### src/rtl/arith_pkg.sv
// Shared arithmetic-unit definitions: multiplier FSM states and the counter
// width that the multiplier and the divider both use.
package arith_pkg;
  typedef enum logic [1:0] {IDLE, RUN, FIXUP} mult_state_t;

  localparam int counter_msb_pos = 7;
endpackage

### src/rtl/shift_add_multiplier_if.sv
// Command/result bundle for shift_add_multiplier. The master drives operands
// and the strobe; the slave returns the product and the handshake flags.
interface shift_add_multiplier_if #(parameter int args_width = 32);
  logic                  enable;
  logic                  unsgn_or_sgn;
  logic [args_width-1:0] a;
  logic [args_width-1:0] b;
  logic [args_width-1:0] prod_hi;
  logic [args_width-1:0] prod_lo;
  logic                  can_accept_cmd;
  logic                  data_ready;

  modport master (output enable, unsgn_or_sgn, a, b,
                  input  prod_hi, prod_lo, can_accept_cmd, data_ready);
  modport slave  (input  enable, unsgn_or_sgn, a, b,
                  output prod_hi, prod_lo, can_accept_cmd, data_ready);
endinterface

### src/rtl/mult_step.sv
// One shift-and-add step on the {carry, hi, lo} accumulator.
// lo[0] selects whether |a| is added into {carry, hi} before the right shift.
module mult_step #(parameter int args_width = 32) (
  input  logic                  carry,
  input  logic [args_width-1:0] hi,
  input  logic [args_width-1:0] lo,
  input  logic [args_width-1:0] a_mag,
  output logic                  nxt_carry,
  output logic [args_width-1:0] nxt_hi,
  output logic [args_width-1:0] nxt_lo
);
  logic [args_width:0] sum;

  always_comb begin
    sum = {carry, hi} + (lo[0] ? {1'b0, a_mag} : '0);
  end

  // After the shift the add carry lands in hi's MSB, so the carry slot empties.
  assign nxt_carry = 1'b0;
  assign nxt_hi    = sum[args_width:1];
  assign nxt_lo    = {sum[0], lo[args_width-1:1]};
endmodule

### src/rtl/shift_add_multiplier.sv
// Sequential signed/unsigned shift-and-add multiplier (IDLE -> RUN -> FIXUP).
// Define MULT_TWO_BITS_PER_CYCLE_EN to retire two multiplier bits per RUN cycle.
module shift_add_multiplier
  import arith_pkg::*;
#(parameter int args_width = 32) (
  input  logic                    clk,
  input  logic                    rst_n,
  shift_add_multiplier_if.slave   bus
);
  localparam int CNT_W = counter_msb_pos + 1;
`ifdef MULT_TWO_BITS_PER_CYCLE_EN
  localparam logic [CNT_W-1:0] CNT_LOAD = CNT_W'(args_width / 2);
  if (args_width % 2 != 0) begin : g_odd_width
    $error("shift_add_multiplier: args_width must be even for two bits per cycle");
  end
`else
  localparam logic [CNT_W-1:0] CNT_LOAD = CNT_W'(args_width);
`endif

  mult_state_t             state;
  logic [CNT_W-1:0]        cnt;
  logic                    neg;
  logic                    carry;
  logic [args_width-1:0]   a_mag, hi, lo;
  logic [args_width-1:0]   prod_hi_q, prod_lo_q;
  logic                    can_accept_q, data_ready_q;
  logic [args_width-1:0]   a_abs, b_abs;
  logic [2*args_width-1:0] product;
  logic                    st_c;
  logic [args_width-1:0]   st_h, st_l;

  always_comb begin
    a_abs   = (bus.unsgn_or_sgn && bus.a[args_width-1]) ? -bus.a : bus.a;
    b_abs   = (bus.unsgn_or_sgn && bus.b[args_width-1]) ? -bus.b : bus.b;
    product = neg ? -{hi, lo} : {hi, lo};
  end

`ifdef MULT_TWO_BITS_PER_CYCLE_EN
  logic                  mid_c;
  logic [args_width-1:0] mid_h, mid_l;

  mult_step #(.args_width(args_width)) u_step0 (
    .carry(carry), .hi(hi), .lo(lo), .a_mag(a_mag),
    .nxt_carry(mid_c), .nxt_hi(mid_h), .nxt_lo(mid_l));
  mult_step #(.args_width(args_width)) u_step1 (
    .carry(mid_c), .hi(mid_h), .lo(mid_l), .a_mag(a_mag),
    .nxt_carry(st_c), .nxt_hi(st_h), .nxt_lo(st_l));
`else
  mult_step #(.args_width(args_width)) u_step0 (
    .carry(carry), .hi(hi), .lo(lo), .a_mag(a_mag),
    .nxt_carry(st_c), .nxt_hi(st_h), .nxt_lo(st_l));
`endif

  always_ff @(posedge clk) begin
    if (!rst_n) begin
      state        <= IDLE;
      cnt          <= '0;
      neg          <= 1'b0;
      carry        <= 1'b0;
      a_mag        <= '0;
      hi           <= '0;
      lo           <= '0;
      prod_hi_q    <= '0;
      prod_lo_q    <= '0;
      can_accept_q <= 1'b1;
      data_ready_q <= 1'b0;
    end else begin
      case (state)
        IDLE: if (bus.enable) begin
          a_mag        <= a_abs;
          lo           <= b_abs;
          hi           <= '0;
          carry        <= 1'b0;
          neg          <= bus.unsgn_or_sgn & (bus.a[args_width-1] ^ bus.b[args_width-1]);
          cnt          <= CNT_LOAD;
          can_accept_q <= 1'b0;
          data_ready_q <= 1'b0;
          state        <= RUN;
        end
        RUN: begin
          carry <= st_c;
          hi    <= st_h;
          lo    <= st_l;
          cnt   <= cnt - 1'b1;
          if (cnt == CNT_W'(1)) state <= FIXUP;
        end
        FIXUP: begin
          {prod_hi_q, prod_lo_q} <= product;
          data_ready_q           <= 1'b1;
          can_accept_q           <= 1'b1;
          state                  <= IDLE;
        end
        default: state <= IDLE;
      endcase
    end
  end

  assign bus.prod_hi        = prod_hi_q;
  assign bus.prod_lo        = prod_lo_q;
  assign bus.can_accept_cmd = can_accept_q;
  assign bus.data_ready     = data_ready_q;
endmodule
### src/flat_wrapper.sv
// flat-port wrapper written by rule: the top's interface ports become plain ports
module shift_add_multiplier_flat import arith_pkg::*;
#(parameter int args_width = 32)
  (clk, rst_n, bus_enable, bus_unsgn_or_sgn, bus_a, bus_b, bus_prod_hi, bus_prod_lo, bus_can_accept_cmd, bus_data_ready);
  shift_add_multiplier_if #(.args_width(args_width)) bus_i ();
  input  logic clk;
  input  logic rst_n;
  input wire logic [$bits(bus_i.enable)-1:0] bus_enable;
  input wire logic [$bits(bus_i.unsgn_or_sgn)-1:0] bus_unsgn_or_sgn;
  input wire logic [$bits(bus_i.a)-1:0] bus_a;
  input wire logic [$bits(bus_i.b)-1:0] bus_b;
  output wire logic [$bits(bus_i.prod_hi)-1:0] bus_prod_hi;
  output wire logic [$bits(bus_i.prod_lo)-1:0] bus_prod_lo;
  output wire logic [$bits(bus_i.can_accept_cmd)-1:0] bus_can_accept_cmd;
  output wire logic [$bits(bus_i.data_ready)-1:0] bus_data_ready;
  assign bus_i.enable = bus_enable;
  assign bus_i.unsgn_or_sgn = bus_unsgn_or_sgn;
  assign bus_i.a = bus_a;
  assign bus_i.b = bus_b;
  assign bus_prod_hi = bus_i.prod_hi;
  assign bus_prod_lo = bus_i.prod_lo;
  assign bus_can_accept_cmd = bus_i.can_accept_cmd;
  assign bus_data_ready = bus_i.data_ready;
  shift_add_multiplier #(.args_width(args_width)) u_core (.clk(clk), .rst_n(rst_n), .bus(bus_i));
endmodule
### config.mk
export PLATFORM = sky130hd
export DESIGN_NAME = shift_add_multiplier_flat
export DESIGN_NICKNAME = d
export VERILOG_FILES = /design/src/rtl/arith_pkg.sv /design/src/rtl/shift_add_multiplier_if.sv /design/src/rtl/mult_step.sv /design/src/rtl/shift_add_multiplier.sv /design/src/flat_wrapper.sv
export SDC_FILE = /design/constraint.sdc
export NUM_CORES = 1
export LEC_CHECK = 0
export ABC_AREA = 1
export CELL_PAD_IN_SITES_DETAIL_PLACEMENT = 1
export CELL_PAD_IN_SITES_GLOBAL_PLACEMENT = 1
export CORE_AREA = 2 2 174 176
export DETAILED_ROUTE_END_ITERATION = 10
export DIE_AREA = 0 0 176 178
export GPL_TIMING_DRIVEN = 1
export HOLD_SLACK_MARGIN = 0.08
export PLACE_DENSITY_LB_ADDON = 0.1
export SYNTH_ARGS = -nofsm -noshare
export SYNTH_HDL_FRONTEND = slang
export SYNTH_SLANG_ARGS = --single-unit
export TNS_END_PERCENT = 50
### constraint.sdc
create_clock -name clk -period 5.6 [get_ports clk]
set_input_delay 0.84 -clock clk [delete_from_list [all_inputs] [get_ports clk]]
set_output_delay 0.84 -clock clk [all_outputs]
set_load 0.05 [all_outputs]
==> results by stage <==
Worst hold path:
- The tightest min-delay check is of the flop to flop type.
- The sink of the worst hold path is u_core.bus.prod_hi[23].
- The worst hold path depth is 2.
- The startpoint of the tightest hold check path is u_core.bus.prod_hi[23].

Timing:
- The timing-limited maximum frequency is 300 MHz.
- The worst-margin pin slew is 1.28 ns.
- The accumulated negative setup slack is 0 ns.
- The number of slew-limit violations in the final report is 0.
- Measured against its own limit, the worst slew margin works out to 0.143.
- Of the available clock period, the critical path in the final layout requires 0.596.
- The final critical-path required period is 3.34 ns.
- The final number of hold-violating endpoints is 0.
- The total of endpoints with negative setup slack in the final report is 0.
- Setup repair after global routing left no endpoint under its margin.
- On the final layout, the worst hold slack is 0.455 ns.
- Clock skew on the completed layout was measured at 0.00970 ns.

Worst setup path:
- The minimum setup slack among reg-to-reg paths is 2.33 ns.
- Among all stages on the critical path, the largest delay is contributed by sky130_fd_sc_hd__nor2_2.
- The launching instance or port of the critical path is rst_n.
- In this run the worst path has a maximum fanout of 45.
- For the worst flop-to-flop path, the logic depth is 8.
- The type of the setup path with the least slack is input pin to flop.
- The worst register-to-register path ends at u_core.cnt[1].
- The endpoint arrival time on the critical path is 3.72 ns.
- The startpoint type of the worst setup path is an input pin.
- The startpoint identified for the worst register-to-register timing path is u_core.state[1].
- Among the stages of the critical path, the cell type that occurs most often is sky130_fd_sc_hd__buf_4.
- Walking the worst path, the cells encountered are clkdlybuf4s50_1 -> buf_4 -> inv_2 -> nor2_2 -> buf_4 -> inv_1 -> a21oi_1 -> o21ai_0 -> nand2_1.
- The largest stage delay on the critical path is 0.49 ns.
- The worst setup path is captured at a flop.
- The data required time of the critical path is 5.99 ns.

GRT:
- Across every metal layer, demand over resource in global routing totals 0.304.
- For this run the aggregate overflow at the end of global routing stands at 0.
- The first global-routing pass estimated 75100 µm of wire.
- Entering global routing, the biggest net connects 83 pins.
- The number of global-route vias before repair was 14120.
- The number of antenna violations at the first check in global routing is 1.

Synthesis:
- The number of distinct library cells after synthesis is 49.
- The flip-flop cell with the highest count after synthesis is sky130_fd_sc_hd__dfxtp_1.
- The number of nets in the synthesized netlist is 2217.
- The Yosys step of the flow raised 0 warnings.
- The post-synthesis async set-or-reset flop share is 0.
- Of the synthesized area, sequential elements account for 0.277.
- The mean cell area of the mapped netlist is 5.92 µm².
- After synthesis the netlist holds a flip-flop and latch count of 173.
- The number of flops mapped to enable cells by yosys is 0.
- The synthesized netlist cell count is 2111.
- The mapped netlist covers 12500 µm².

Routing:
- Summing over every cut layer, the via total after detailed routing is 14121.
- The initial detailed-routing violation count is 912.
- The remaining routing DRC violations is 0.
- The number of vias per cell is 5.41.
- The routed length per instance is 18.1 µm.
- In this run the remaining antenna-violating nets after routing total 0.
- The pre-antenna-repair detailed-routing pass consisted of 5 iterations.
- The routed wire length is 47300 µm.

Clocking:
- The number of hold buffers added after cts is 0.
- The cell at the root of the clock tree is sky130_fd_sc_hd__clkbuf_16.
- The clock-pin transition on the worst setup and hold timing paths is 0.07 ns.
- The post-cts repair resize count is 0.
- The later pin in the worst-skew pair is clocked with a latency of 0.45 ns.
- For this design, the sink count on the clock tree is 173.
- Counting the buffers created by CTS gives 17.
- The clock tree from TritonCTS is built.
- The clock tree synthesis step divided the H-tree into 4 levels.
- The post-CTS setup buffer count is 0.
- The longest clock path from root to sink contains 2 buffers.

Final layout:
- The most common cell after layout, fill and taps aside is sky130_fd_sc_hd__nand2_1.
- The final net count is 2311.
- The total of fill cells in the finished design is 4084.
- The area used by sequential logic in the layout is 3460 µm².
- The area growth from synthesis to layout is 17.4%.
- The multi-input combinational cell area is 7650 µm².
- The share of post-route cells with drive strength above 1 is 0.0415.
- The diode insertion count for antenna repair is 0.
- In the layout the commonest cells are sky130_fd_sc_hd__nand2_1, sky130_fd_sc_hd__inv_1, sky130_fd_sc_hd__nor2_1.

Placed design:
- The number of buffer cells added on primary ports is 133.
- The total half-perimeter wirelength after legalization and detailed placement is 37700 µm.
- The routability-driven placement congestion ratio is 0.971.

Die:
- The row count is 63.
- The initial utilization of the core area, before any placement, comes to 0.425.
- The floorplan step defined a die boundary enclosing 31300 µm².
- The die is 178 µm tall.
- The area of the core is 29400 µm².
- 134 I/O pins were placed.
- Measured along the x axis, the die boundary spans 176 µm.

Outcome:
- The run finished with clean final reports.

Pwr:
- For this design the ratio of total power to cell area is 230 nW/µm².
- The analysis attributes to cell leakage a power of 7.01 nW.
- The worst vdd rail ir drop is 0.223 mV.

Flow run:
- The tool flagged a number of max-cap violations equal to 0.
==> stage by stage <==
step | power [mW] | cell area, µm² | util | std cells | setup slack, ns
global route | 3.53 | 14700 | 0.499 | 2608 | 1.96
CTS | 3.38 | 14700 | 0.499 | 2608 | 2.29
finish | 3.38 | 14700 | 0.499 | 2608 | 2.26
detailed placement | 2.21 | 14100 | 0.480 | 2576 | 1.84
global placement | 2.19 | 14100 | 0.480 | 2576 | 1.91
floorplan | 1.92 | 12500 | - | 2111 | 3.32
==> logic make-up after synthesis <==
family          after synthesis  synth area share
fa+ha+maj                    38            0.0387
compound gates              326             0.144
buf+inv                     359             0.112
flops                       173             0.277
simple gates               1176             0.401
xor+xnor                     39            0.0273
==> routing by layer <==
| metal | vias to the layer above | global-route usage | share of wire |
|---|---|---|---|
| met2 | 301 | 0.526 | 0.47 |
| met4 | 2 | 0.0888 | 0.025 |
| li1 | 6977 | - | - |
| met1 | 6771 | 0.402 | 0.47 |
| met5 | - | 0 | 0.00028 |
| met3 | 70 | 0.0315 | 0.033 |
==> report_power, final <==
part           switching (mW)  internal (mW)
combinational           0.548          0.265
clock                   0.543          0.642
sequential             0.0848           1.30
total                    1.18           2.20
==> worst max-delay path: cells and delay by family <==
family | cells | cell delay, ns
buf+inv | 5 | 1.97
compound gates | 2 | 0.30
simple gates | 2 | 0.55
==> state kept, by name (all words and copies together) (netlist names) <==
register                   count
u_core.hi                     32
u_core.bus.can_accept_cmd      1
u_core.cnt                     8
u_core.state                   2
u_core.bus.prod_hi            32
u_core.lo                     32
u_core.bus.data_ready          1
u_core.a_mag                  32
u_core.neg                     1
u_core.bus.prod_lo            32
==> worst max path at each step <==
stage	endpoint	slack, ns	cells past startpoint
finish	u_core.bus.prod_hi[0]	2.26	9
global route	u_core.bus.prod_lo[29]	1.96	9
CTS	u_core.bus.prod_hi[0]	2.29	9
detailed placement	u_core.bus.prod_lo[3]	1.84	9
global placement	u_core.bus.prod_hi[0]	1.91	9
floorplan	u_core.hi[15]	3.32	17
==> Yosys cell counts (all sizes together) (7+ instances only) <==
| cell type | number | area (µm²) |
|---|---|---|
| nand2 | 650 | 2460 |
| inv | 291 | 1090 |
| nor2 | 223 | 895 |
| nand3 | 205 | 1040 |
| dfxtp | 173 | 3460 |
| a21oi | 138 | 691 |
| o21ai | 124 | 639 |
| clkbuf | 42 | 158 |
| ha | 37 | 463 |
| xor2 | 35 | 307 |
| nand4 | 33 | 206 |
| buf | 26 | 149 |
| nor3 | 23 | 125 |
| a22oi | 18 | 135 |
| or2 | 17 | 106 |
| a31oi | 12 | 75.1 |
| nand3b | 12 | 90.1 |
| nor4 | 7 | 43.8 |
==> area by class of cell <==
cell class                      count  share of cell area
Inverter                          291              0.0745
Tap cell                          390              0.0333
Multi-Input combinational cell   1579               0.521
Sequential cell                   173               0.236
Timing Repair Buffer              143              0.0959
Clock inverter                     10             0.00708
Clock buffer                       22              0.0316
Note: power is estimated with default switching activity, not from simulation.
